`src/rtl/seven_seg_pkg.sv`:
```
// Shared constants for the seven-segment scan controller.
//   SEG_BLANK_CODE : 5-bit code that blanks a digit (bit 4 set)
//   HEX_GLYPH      : active-high segment patterns for hex 0..F, bit0 = a .. bit6 = g
//   scan_state_e   : scan FSM states (blank dead-time / drive)
package seven_seg_pkg;

    localparam logic [4:0] SEG_BLANK_CODE = 5'h10;

    // Index 0 first: 0 1 2 3 4 5 6 7 8 9 A b C d E F
    localparam logic [6:0] HEX_GLYPH [16] = '{
        7'h3F, 7'h06, 7'h5B, 7'h4F, 7'h66, 7'h6D, 7'h7D, 7'h07,
        7'h7F, 7'h6F, 7'h77, 7'h7C, 7'h39, 7'h5E, 7'h79, 7'h71
    };

    typedef enum logic {
        ST_BLANK = 1'b0,
        ST_DRIVE = 1'b1
    } scan_state_e;

endpackage

```
`src/rtl/seg_hex_glyph.sv`:
```
// Combinational glyph decoder.
//   code_i : [4]=1 blank, else [3:0] hex value
//   seg_o  : active-high segments a..g (bit0 = a); pin polarity is applied by the caller
module seg_hex_glyph
    import seven_seg_pkg::*;
(
    input  logic [4:0] code_i,
    output logic [6:0] seg_o
);

    always_comb begin
        seg_o = 7'h00;
        if (!code_i[4]) begin
            seg_o = HEX_GLYPH[code_i[3:0]];
        end
    end

endmodule

```
`src/rtl/seven_seg_scan_ctrl.sv`:
```
// Time-multiplexed scan controller for an N-digit common-segment seven-segment display.
//   CLK, RST_N          : clock and asynchronous active-low reset
//   wr_valid/wr_ready   : write handshake; wr_digit/wr_code/wr_dp land in shadow registers
//   brightness          : 4-bit PWM duty (15 = always on within the drive window)
//   SEG, DP, DIGIT_EN   : registered display pins (polarity set by parameters)
//   scan_idx            : digit slot currently being scanned
//   frame_tick          : high in the cycle where shadow registers are copied to active
module seven_seg_scan_ctrl
    import seven_seg_pkg::*;
#(
    parameter int  NUM_DIGITS   = 4,
    parameter int  CLK_HZ       = 100000000,
    parameter int  SCAN_HZ      = 1000,
    parameter int  BLANK_CYCLES = 200,
    parameter bit  SEG_ACT_LOW  = 1'b0,
    parameter bit  DIG_ACT_LOW  = 1'b1,
    localparam int DW           = (NUM_DIGITS > 1) ? $clog2(NUM_DIGITS) : 1
) (
    input  logic                  CLK,
    input  logic                  RST_N,
    input  logic                  wr_valid,
    output logic                  wr_ready,
    input  logic [DW-1:0]         wr_digit,
    input  logic [4:0]            wr_code,
    input  logic                  wr_dp,
    input  logic [3:0]            brightness,
    output logic [6:0]            SEG,
    output logic                  DP,
    output logic [NUM_DIGITS-1:0] DIGIT_EN,
    output logic [DW-1:0]         scan_idx,
    output logic                  frame_tick
);

    localparam int DWELL = CLK_HZ / SCAN_HZ;
    localparam int CW    = (DWELL > 1) ? $clog2(DWELL) : 1;

    localparam logic [CW-1:0]         LAST_CNT  = CW'(DWELL - 1);
    localparam logic [CW-1:0]         BLANK_CNT = CW'(BLANK_CYCLES);
    localparam logic [DW-1:0]         LAST_DIG  = DW'(NUM_DIGITS - 1);
    localparam logic [6:0]            SEG_OFF   = {7{SEG_ACT_LOW}};
    localparam logic                  DP_OFF    = SEG_ACT_LOW;
    localparam logic [NUM_DIGITS-1:0] DIG_OFF   = {NUM_DIGITS{DIG_ACT_LOW}};

    // Scan state
    logic [CW-1:0]         cnt_q, cnt_d;
    scan_state_e           state_q, state_d;
    logic [DW-1:0]         scan_q, scan_d;
    logic [3:0]            phase_q, phase_d;
    logic                  commit_q, commit_d;
    logic                  ready_q, ready_d;

    // Pin registers
    logic [6:0]            seg_q, seg_d;
    logic                  dp_q, dp_d;
    logic [NUM_DIGITS-1:0] dig_q, dig_d;

    // Register files
    logic [4:0]            shadow_code_q [NUM_DIGITS];
    logic                  shadow_dp_q   [NUM_DIGITS];
    logic [4:0]            active_code_q [NUM_DIGITS];
    logic                  active_dp_q   [NUM_DIGITS];

    logic                  wr_fire;
    logic                  cnt_wrap;
    logic                  drive_lit;
    logic [4:0]            cur_code;
    logic                  cur_dp;
    logic [6:0]            cur_glyph;
    logic [NUM_DIGITS-1:0] scan_onehot;

    assign wr_fire  = wr_valid && ready_q;
    assign cur_code = active_code_q[scan_q];
    assign cur_dp   = active_dp_q[scan_q];

    seg_hex_glyph u_glyph (
        .code_i (cur_code),
        .seg_o  (cur_glyph)
    );

    for (genvar gi = 0; gi < NUM_DIGITS; gi++) begin : g_onehot
        assign scan_onehot[gi] = (scan_q == DW'(gi));
    end

    always_comb begin
        cnt_wrap = (cnt_q == LAST_CNT);
        cnt_d    = cnt_wrap ? '0 : cnt_q + CW'(1);

        scan_d = scan_q;
        if (cnt_wrap) begin
            scan_d = (scan_q == LAST_DIG) ? '0 : scan_q + DW'(1);
        end

        // The FSM state is a pure function of the slot count, registered so it
        // stays aligned with cnt_q.
        state_d = (cnt_d >= BLANK_CNT) ? ST_DRIVE : ST_BLANK;

        phase_d = phase_q;
        if (cnt_d == BLANK_CNT) begin
            phase_d = 4'd0;
        end else if (state_q == ST_DRIVE) begin
            phase_d = phase_q + 4'd1;
        end

        // Flag the upcoming commit cycle one cycle early so frame_tick and
        // wr_ready come straight from flops.
        commit_d = (cnt_d == LAST_CNT) && (scan_d == LAST_DIG);
        ready_d  = !commit_d;

        drive_lit = (brightness == 4'hF) || (phase_q < brightness);

        seg_d = SEG_OFF;
        dp_d  = DP_OFF;
        dig_d = DIG_OFF;
        if (state_q == ST_DRIVE) begin
            seg_d = cur_glyph ^ {7{SEG_ACT_LOW}};
            dp_d  = cur_dp ^ SEG_ACT_LOW;
            if (drive_lit) begin
                dig_d = scan_onehot ^ {NUM_DIGITS{DIG_ACT_LOW}};
            end
        end
    end

    always_ff @(posedge CLK or negedge RST_N) begin
        if (!RST_N) begin
            cnt_q    <= '0;
            state_q  <= ST_BLANK;
            scan_q   <= '0;
            phase_q  <= 4'd0;
            commit_q <= 1'b0;
            ready_q  <= 1'b0;
            seg_q    <= SEG_OFF;
            dp_q     <= DP_OFF;
            dig_q    <= DIG_OFF;
        end else begin
            cnt_q    <= cnt_d;
            state_q  <= state_d;
            scan_q   <= scan_d;
            phase_q  <= phase_d;
            commit_q <= commit_d;
            ready_q  <= ready_d;
            seg_q    <= seg_d;
            dp_q     <= dp_d;
            dig_q    <= dig_d;
        end
    end

    // Per-digit shadow/active pair. Out-of-range wr_digit matches no entry and
    // is dropped. Writes and commits never coincide because wr_ready is low in
    // the commit cycle.
    for (genvar gi = 0; gi < NUM_DIGITS; gi++) begin : g_digit
        always_ff @(posedge CLK or negedge RST_N) begin
            if (!RST_N) begin
                shadow_code_q[gi] <= SEG_BLANK_CODE;
                shadow_dp_q[gi]   <= 1'b0;
                active_code_q[gi] <= SEG_BLANK_CODE;
                active_dp_q[gi]   <= 1'b0;
            end else begin
                if (wr_fire && (wr_digit == DW'(gi))) begin
                    shadow_code_q[gi] <= wr_code;
                    shadow_dp_q[gi]   <= wr_dp;
                end
                if (commit_q) begin
                    active_code_q[gi] <= shadow_code_q[gi];
                    active_dp_q[gi]   <= shadow_dp_q[gi];
                end
            end
        end
    end

    assign wr_ready   = ready_q;
    assign frame_tick = commit_q;
    assign scan_idx   = scan_q;
    assign SEG        = seg_q;
    assign DP         = dp_q;
    assign DIGIT_EN   = dig_q;

endmodule

```
`config.mk`:
```
export PLATFORM = sky130hd
export DESIGN_NAME = seven_seg_scan_ctrl
export DESIGN_NICKNAME = d
export VERILOG_FILES = /design/src/rtl/seven_seg_pkg.sv /design/src/rtl/seg_hex_glyph.sv /design/src/rtl/seven_seg_scan_ctrl.sv
export SDC_FILE = /design/constraint.sdc
export NUM_CORES = 1
export LEC_CHECK = 0
export CELL_PAD_IN_SITES_DETAIL_PLACEMENT = 1
export CELL_PAD_IN_SITES_GLOBAL_PLACEMENT = 2
export CORE_AREA = 3 3 107 109
export CTS_CLUSTER_SIZE = 30
export DETAILED_ROUTE_END_ITERATION = 12
export DIE_AREA = 0 0 110 112
export GPL_TIMING_DRIVEN = 0
export PLACE_DENSITY_LB_ADDON = 0.08
export SYNTH_ARGS = -nofsm -noshare
export SYNTH_HDL_FRONTEND = slang
export SYNTH_SLANG_ARGS = --single-unit
```
`constraint.sdc`:
```
create_clock -name CLK -period 2.72 [get_ports CLK]
set_clock_uncertainty 0.05 [all_clocks]
set_input_delay 0.408 -clock CLK [delete_from_list [all_inputs] [get_ports CLK]]
set_output_delay 0.408 -clock CLK [all_outputs]
set_load 0.02 [all_outputs]
```
# Word level (Yosys, flattened, before mapping)
# Memory sizes are Yosys's and may differ from the RTL's.
# Index checks and enable logic that the tools add are counted.
# classes
addsub	3
n_lt_le_gt_ge	4
n_eq_ne	11
mux	19
bitwise_logic	3
n_reduce_logical	11
# op_table
op	n
equality test 17 bit (second input constant)	2
two-way mux 7 bit	4
adder 17 x 1 -> 17 bit (second input constant)	1
equality test 17 x 8 -> 1 bit (second input constant)	1
greater-or-equal comparator 17 x 8 -> 1 bit (second input constant)	1
two-way mux 17 bit	1
two-way mux 4 bit	4
binary-select mux 5 bit (select 2 bit)	1
equality test 2 bit (second input constant)	5
two-way mux 5 bit	2
logical AND 1 bit	6
greater-or-equal comparator 5 bit (second input constant)	1
inverter 4 -> 5 bit	1
adder 4 x 1 -> 4 bit (second input constant)	1
equality test 2 x 1 -> 1 bit (second input constant)	2
equality test 4 bit (second input constant)	1
logical NOT 2 bit	2
< comparator 4 bit	1
two-way mux 1 bit	4
two-way mux 2 bit	2
inverter 4 bit	1
greater-or-equal comparator 3 bit (second input constant)	1
inverter 2 -> 3 bit	1
adder 2 x 1 -> 2 bit (second input constant)	1
4 further kinds	4
# word_totals
regBits	86
mem_bits_ro	112
input_bits	15
out_inout_bits	16
word_cells	77
mem_count	1
# memory_table
memory	depth	width	rd	rd_ports_with_merged_regs	write_ports	line_no	source
(no name shown)	16	7	1	0	0	seg_hex_glyph.sv:14	seg_o = HEX_GLYPH[code_i[3:0]];

# Longest topological paths before layout
# Gate-level depths: netlist (run 1).
# depth
word_depth	10
depth_mapped	9
ltp_nobuf	8

# By module
# Synthesis (run 1) repeated with hierarchy kept, for this count alone.
# unflattened
cells_unflattened	332
area_unflattened_um2	4241.6
# modules_own_cells
mod	instances	cells_each	area_each_um2	seq_area_each_um2
seven_seg_scan_ctrl	1	297	3980.1	2167.1
seg_hex_glyph	1	35	261.5	0.0

# Worst setup path after synthesis (run 1)
# No wires, ideal clock.
# synth_path
path_type	reg-to-reg
from	reg scan_q[0], in the netlist scan_idx[0]
to	reg seg_q[3], in the netlist SEG[3]
setup_time_ns	0.073
arrival_time_ns	2.150
required_time_ns	2.597
slack_ns	0.447
path_stages_with_launch	8
n_path_buf	1
period_less_slack_ns	2.273
path_cell_list	dfrtp_1 > buf_2 > mux4_2 > inv_1 > ha_1 > inv_1 > mux4_2 > nor2_1
# synth_between
elab_chain_len	10
# synth_rtl
element	line_no	source
start: declaration	seven_seg_scan_ctrl.sv:47	logic [DW-1:0] scan_q, scan_d;
start signal: assignment	seven_seg_scan_ctrl.sv:137	scan_q <= scan_d;
inverter 2 -> 3 bit (implied by the code) (*)	seven_seg_scan_ctrl.sv:72	assign cur_code = active_code_q[scan_q];
binary-select mux 5 bit (select 2 bit) (*)	seven_seg_scan_ctrl.sv:72	
two-way mux 5 bit (implied by the code) (*) (2 in series)	seven_seg_scan_ctrl.sv:72	
inverter 4 -> 5 bit (implied by the code)	seg_hex_glyph.sv:14	
memory (16 x 7 bit)	--	
two-way mux 7 bit (implied by the code) (2 in series)	seg_hex_glyph.sv:14	
two-way mux 7 bit (*)	seg_hex_glyph.sv:13	if (!code_i[4]) begin
two-way mux 7 bit (*)	seven_seg_scan_ctrl.sv:114	if (state_q == ST_DRIVE) begin
named net seg_d[3]	seven_seg_scan_ctrl.sv:53	logic [6:0] seg_q, seg_d;
end signal: assignment	seven_seg_scan_ctrl.sv:141	seg_q <= seg_d;
end: declaration	seven_seg_scan_ctrl.sv:53	
# The timed path passes the listed nets; every way through them passes the cells marked *. The select of a mux whose other input is x is not followed.
# A chain may end at the register's enable or synchronous reset.

# Worst setup path after layout (run 1)
# layout_path
from	reg cnt_q[0]
to	reg ready_q, in the netlist wr_ready
# layout_between
elab_chain_len	5
word_cells_on_any_way	8
classes_between	add/sub: 1; eq/ne: 3; mux: 2; reduce/logical: 2
# layout_rtl
element	line_no	source
start: declaration	seven_seg_scan_ctrl.sv:45	logic [CW-1:0] cnt_q, cnt_d;
start signal: assignment	seven_seg_scan_ctrl.sv:135	cnt_q <= cnt_d;
adder 17 x 1 -> 17 bit / equality test 17 bit (equally long branches)	seven_seg_scan_ctrl.sv:86, seven_seg_scan_ctrl.sv:85	
two-way mux 17 bit / two-way mux 2 bit (equally long branches)	seven_seg_scan_ctrl.sv:86, seven_seg_scan_ctrl.sv:89	
equality test 17 bit / equality test 2 bit (equally long branches)	seven_seg_scan_ctrl.sv:106	commit_d = (cnt_d == LAST_CNT) && (scan_d == LAST_DIG);
logical AND 1 bit (*)	seven_seg_scan_ctrl.sv:106	
logical NOT 1 bit (*)	seven_seg_scan_ctrl.sv:107	ready_d = !commit_d;
named net ready_d	seven_seg_scan_ctrl.sv:50	logic ready_q, ready_d;
end signal: assignment	seven_seg_scan_ctrl.sv:140	ready_q <= ready_d;
end: declaration	seven_seg_scan_ctrl.sv:50	
# The timed path passes the listed nets; every way through them passes the cells marked *.

==> reports/metrics.cfg, run 1 <==
[logic_synthesis]
ys_warn_count = 0
synth-seq-area-share_pct = 51.78
synthTopCellsByArea = dfrtp_1 44%, mux2_2 13%, dfstp_2 7.5%, ha_1 4.5%, mux4_2 3.2%
yosysMostFrequentCell = dfrtp_1
async_reset_ff_share_pct = 100.0
synthesis.nets = 367
synth_cells = 337
syn_area_mm2 = 0.004185
synth_top_cell_by_area = dfrtp_1
yosys.cell_types.count = 56
yosys-top-cells-count = 74 x dfrtp_1, 48 x mux2_2, 24 x nor2_1, 22 x nand2_1
yosysTopAreaCellShare_pct = 44.25
synth-main-ff-cell = dfrtp_1
yosys_register_bits = 86
syn_avg_cell_area_um2 = 12.42
synth_edf_count = 0

[sta]
finalHoldViolCount = 0
worst_pin_slew_ps = 1109
maxSlewViolCount = 0
rsz0062_at_grt = false
fin_crit_sh_pct = 87.76
fin_crit_ps = 2387
maxSlewHeadroom_pct = 25.47
max_freq_ghz = 0.4189
setup_viol = 0

[final_layout]
antenna_cells = 0
syn2layout_area_growth_pct = 17.28
seq_area_mm2 = 0.002167
stdcell_area_mm2 = 0.004908
multi_input_area_mm2 = 0.001903
nFillCells = 1151
fin_nets = 410
drive_gt1_share_pct = 28.05

[placement]
place_hpwl_um = 6657
gp_congestion = 0.7925
dpl-instance-area_mm2 = 0.004686
portBuffers = 30

[critical_path]
r2r_cells = 9
path_cells = ha_1 -> buf_2 -> nand2_1 -> nor2_1 -> and4_1 -> clkbuf_1 -> nand2b_1 -> nor3b_1 -> o2111ai_1
cpPeakStageDelay_ps = 500
cp_max_fo = 8
crit_type = reg2reg
cp-end-kind = flip-flop
r2r_start = cnt_q[0]
regToRegEndpoint = wr_ready
crit_required_ps = 2850
critPathSlowestCell = dfrtp_1
cp.arrival_ps = 2520
critPathBufInv = 2
ff2ff_setup_slack_ps = 330
cp-start-kind = flip-flop
cp_top_family = simple AND/OR/NAND/NOR gates

[grt]
grt_pass1_wl_um = 15730
grt_usage_pct = 16.52
gr-total-overflow = 0
antenna_found_initial = 0
grt_pass1_vias = 2961
grt_start_max_net_pins = 67

[die]
die_w_um = 110
start_util_pct = 39.12
die_area_mm2 = 0.01232
fp-row-count = 38
core_area_mm2 = 0.01070
num_io_pins = 31
die_h_um = 112

[status]
outcome = finished clean

[power]
finalPower_mw = 2.441
leakage_nw = 2.146
vdd_drop_max_mv = 0.2836
power_per_cell_area_mw_per_mm2 = 497.2

[detailed_routing]
routed_wl_um = 9183
drc = 0
drt-vias-per-instance = 5.179
first_pass_iters = 4
wire_per_inst_um = 17.49
ant_nets = 0
drt_first_iter_violations = 117
num_vias = 2719

[job]
maxCapViolations = 0

[clocking]
post-cts-setup-buffer-count = 0
root_buffer = clkbuf_8
clock_sinks = 86
clk-insertion-delay-late_ps = 360
cts_tree = done
path_clk_slew_ps = 90
clockBufferDepth = 2
h-tree-depth = 3
cts-buffers-inserted = 9

[min_path]
hold_class = in2async

==> metal layers <==
layer / vias up / track usage [%] / wire length, µm
li1: 1286 / - / -
met1: 1391 / 23.67 / 4518
met2: 33 / 25.40 / 4300
met3: 9 / 3.420 / 251
met4: 0 / 4.489 / 111
met5: - / 0 / 0
==> metrics by stage <==
step	std cells	setup TNS (ps)	util, %	hold slack [ps]	setup slack, ps
CTS	525	0	45.79	422.3	189.5
finish	525	0	45.88	427.3	332.8
floorplan	337	0	-	62.41	447.2
detailed placement	508	0	43.80	274.9	223.5
global route	525	0	45.88	431.6	37.07
global placement	507	-160520	43.57	430.9	-2022
==> flip-flops by register name (all words and copies together), names as in the netlist, 2 cells and up <==
| register | count |
|---|---|
| active_code_q | 20 |
| shadow_code_q | 20 |
| cnt_q | 17 |
| SEG | 7 |
| DIGIT_EN | 4 |
| active_dp_q | 4 |
| phase_q | 4 |
| shadow_dp_q | 4 |
| scan_idx | 2 |
==> worst max path at each step <==
stage,from,to,slack [ps],cells after the start
after floorplan,scan_idx[0],SEG[3],450,7
after global placement,RST_N,shadow_code_q[2],-2020,1
after detailed placement,cnt_q[0],wr_ready,220,8
after CTS,cnt_q[0],wr_ready,190,8
after global routing,cnt_q[0],wr_ready,40,9
final,cnt_q[0],wr_ready,330,9
==> layout by cell type, fill, tap and decap left out, types with 3 or more instances in the layout <==
cell              n
mux4_2            6
ha_1             15
and2_1            4
nand2b_1          5
nor3_1            5
nor3b_1           3
clkdlybuf4s50_1  29
nand3_1           5
buf_2             4
xnor2_1          11
nor2_1           24
a21oi_1           4
nand4_1           6
xor2_1            8
clkbuf_1          8
nor4_1            3
mux2i_1           5
dfstp_2          12
nor4_2            3
a221oi_1          3
nand4b_1          3
inv_6             3
nand2_1          22
mux2_2           48
dfrtp_1          74
inv_1            15
clkbuf_8          9
==> kinds of logic after synthesis <==
family / share of synthesized area (%)
mux: 17.67
simple gates: 14.26
fa+ha+maj: 4.484
buf+inv: 2.990
xor+xnor: 3.976
compound gates: 4.843
flops: 51.78
==> power breakdown <==
| group | switching, mW | internal [mW] |
|---|---|---|
| logic | 0.0602 | 0.0792 |
| registers | 0.0320 | 1.35 |
| clock network | 0.480 | 0.436 |
==> cell type report <==
cell class | instances | share of cell area, %
flip-flops and latches | 86 | 44.15
multi-input cells | 222 | 38.77
repair buffers | 32 | 6.832
well taps | 140 | 3.569
clock buffers | 9 | 2.524
clock inverters | 7 | 1.606
plain buffers | 14 | 1.402
inverters | 15 | 1.147
==> timing repair <==
item / in CTS / in global routing
endpoints found under the hold margin: 14 / 0
hold buffers: 1 / 0
setup endpoints to repair: 0 / 2
resized for setup: 0 / 2
No activity file was read; power rests on OpenSTA's default activity.
==> inputs of run 2 (changes only) <==
--- a/config.mk
+++ b/config.mk
@@ -7,12 +7,12 @@
 export LEC_CHECK = 0
 export CELL_PAD_IN_SITES_DETAIL_PLACEMENT = 1
 export CELL_PAD_IN_SITES_GLOBAL_PLACEMENT = 2
-export CORE_AREA = 3 3 107 109
+export CORE_AREA = 2 2 106 108
 export CTS_CLUSTER_SIZE = 30
 export DETAILED_ROUTE_END_ITERATION = 12
-export DIE_AREA = 0 0 110 112
+export DIE_AREA = 0 0 108 110
 export GPL_TIMING_DRIVEN = 0
-export PLACE_DENSITY_LB_ADDON = 0.08
+export PLACE_DENSITY_LB_ADDON = 0.1
 export SYNTH_ARGS = -nofsm -noshare
 export SYNTH_HDL_FRONTEND = slang
 export SYNTH_SLANG_ARGS = --single-unit
==> reports/metrics.cfg, run 2 (synthesis results as in run 1) <==
[critical_path]
cp_top_family = simple AND/OR/NAND/NOR gates
cp-end-kind = flip-flop
path_cells = ha_1 -> buf_2 -> nand3_1 -> nor4_2 -> xnor2_1 -> and4_1 -> and4_4 -> nor2_1
cp-start-kind = flip-flop
cp_max_fo = 8
critPathBufInv = 1
crit_type = reg2reg
cpPeakStageDelay_ps = 490
crit_required_ps = 2910
critPathSlowestCell = dfrtp_1
cp.arrival_ps = 2650

[detailed_routing]
drt-vias-per-instance = 5.160
routed_wl_um = 8882
num_vias = 2709
first_pass_iters = 4
drc = 0
wire_per_inst_um = 16.92
drt_first_iter_violations = 87
ant_nets = 0

[final_layout]
seq_area_mm2 = 0.002167
stdcell_area_mm2 = 0.004908
nFillCells = 1142
antenna_cells = 0
final_cell_mix = 74 x dfrtp_1, 48 x mux2_2, 29 x clkdlybuf4s50_1, 24 x nor2_1, 22 x nand2_1
fin_nets = 410
reg.largest.list = active_code_q (20), shadow_code_q (20), cnt_q (17)
final_common_cell = dfrtp_1
drive_gt1_share_pct = 27.53
syn2layout_area_growth_pct = 17.28
multi_input_area_mm2 = 0.001893
final_util_pct = 45.88

[job]
maxCapViolations = 0

[status]
outcome = finished clean

[power]
finalPower_mw = 2.481
vdd_drop_max_mv = 0.3019
power_per_cell_area_mw_per_mm2 = 505.4
leakage_nw = 2.146

[min_path]
hold_class = in2async

[placement]
gp_congestion = 0.7870
place_hpwl_um = 6495
dpl-instance-area_mm2 = 0.004686
portBuffers = 30

[grt]
gr-total-overflow = 0
grt_pass1_wl_um = 15210
grt_usage_pct = 16.89
antenna_found_initial = 0
grt_pass1_vias = 2983
grt_start_max_net_pins = 65

[die]
num_io_pins = 31
die_h_um = 110
die_area_mm2 = 0.01188
die_w_um = 108
core_area_mm2 = 0.01070
start_util_pct = 39.12
fp-row-count = 38

[clocking]
h-tree-depth = 3
cts-buffers-inserted = 9
clockBufferDepth = 2
hold_buffers = 1
root_buffer = clkbuf_8
path_clk_slew_ps = 90
post-cts-setup-buffer-count = 0
clk-insertion-delay-late_ps = 350
cts_tree = done
clock_sinks = 86
post_cts_resized = 0

[sta]
maxSlewViolCount = 0
fin_crit_sh_pct = 90.38
tns_ps = 0
setup_viol = 0
maxSlewHeadroom_pct = 34.35
fin_crit_ps = 2458
fin_hold_ws_ps = 445.7
finalHoldViolCount = 0
max_freq_ghz = 0.4068
worst_pin_slew_ps = 977.3
rsz0062_at_grt = false

==> run 2: path summary, 6_finish.rpt <==
path                       slack, ps  cells past startpoint              from           endpoint
min                              450                      2             RST_N         phase_q[3]
min in group CLK                 460                      1  shadow_code_q[0]   shadow_code_q[0]
max reg2reg                      260                      8          cnt_q[0]         phase_q[1]
max                              260                      8          cnt_q[0]         phase_q[1]
min reg2reg                      460                      1  shadow_code_q[0]   shadow_code_q[0]
max in group asynchronous       1530                      3             RST_N  shadow_code_q[19]
==> run 2: per-stage QoR <==
step	cells	worst slack, ps
finish	525	261.6
global route	525	10.81
CTS	525	240.0
detailed placement	508	265.1
global placement	507	-1978
floorplan	337	447.2
==> run 2: final cells by class <==
class | count | area share (%)
plain buffers | 14 | 1.402
multi-input cells | 222 | 38.57
well taps | 140 | 3.569
clock inverters | 6 | 1.529
repair buffers | 32 | 6.832
clock buffers | 10 | 2.804
flip-flops and latches | 86 | 44.15
inverters | 15 | 1.147
==> run 2: power breakdown <==
group,switching [mW],total [mW],internal [mW],leakage (nW)
registers,0.0318,1.39,1.35,1.10
logic,0.0600,0.139,0.0792,0.944
clock network,0.490,0.956,0.466,0.106
==> run 2: worst reg2reg max path: stages, from the launching register on <==
cell and delay (ps):
dfrtp_1 490, ha_1 180, buf_2 200, nand3_1 290, nor4_2 350, xnor2_1 220
and4_1 270, and4_4 260, nor2_1 50
==> run 2: per-layer routing <==
metal | GRT usage (%) | share of wire [%]
met5 | 0 | 0
met4 | 5.311 | 1.1
met3 | 3.057 | 2.9
met2 | 27.31 | 46
met1 | 23.24 | 50
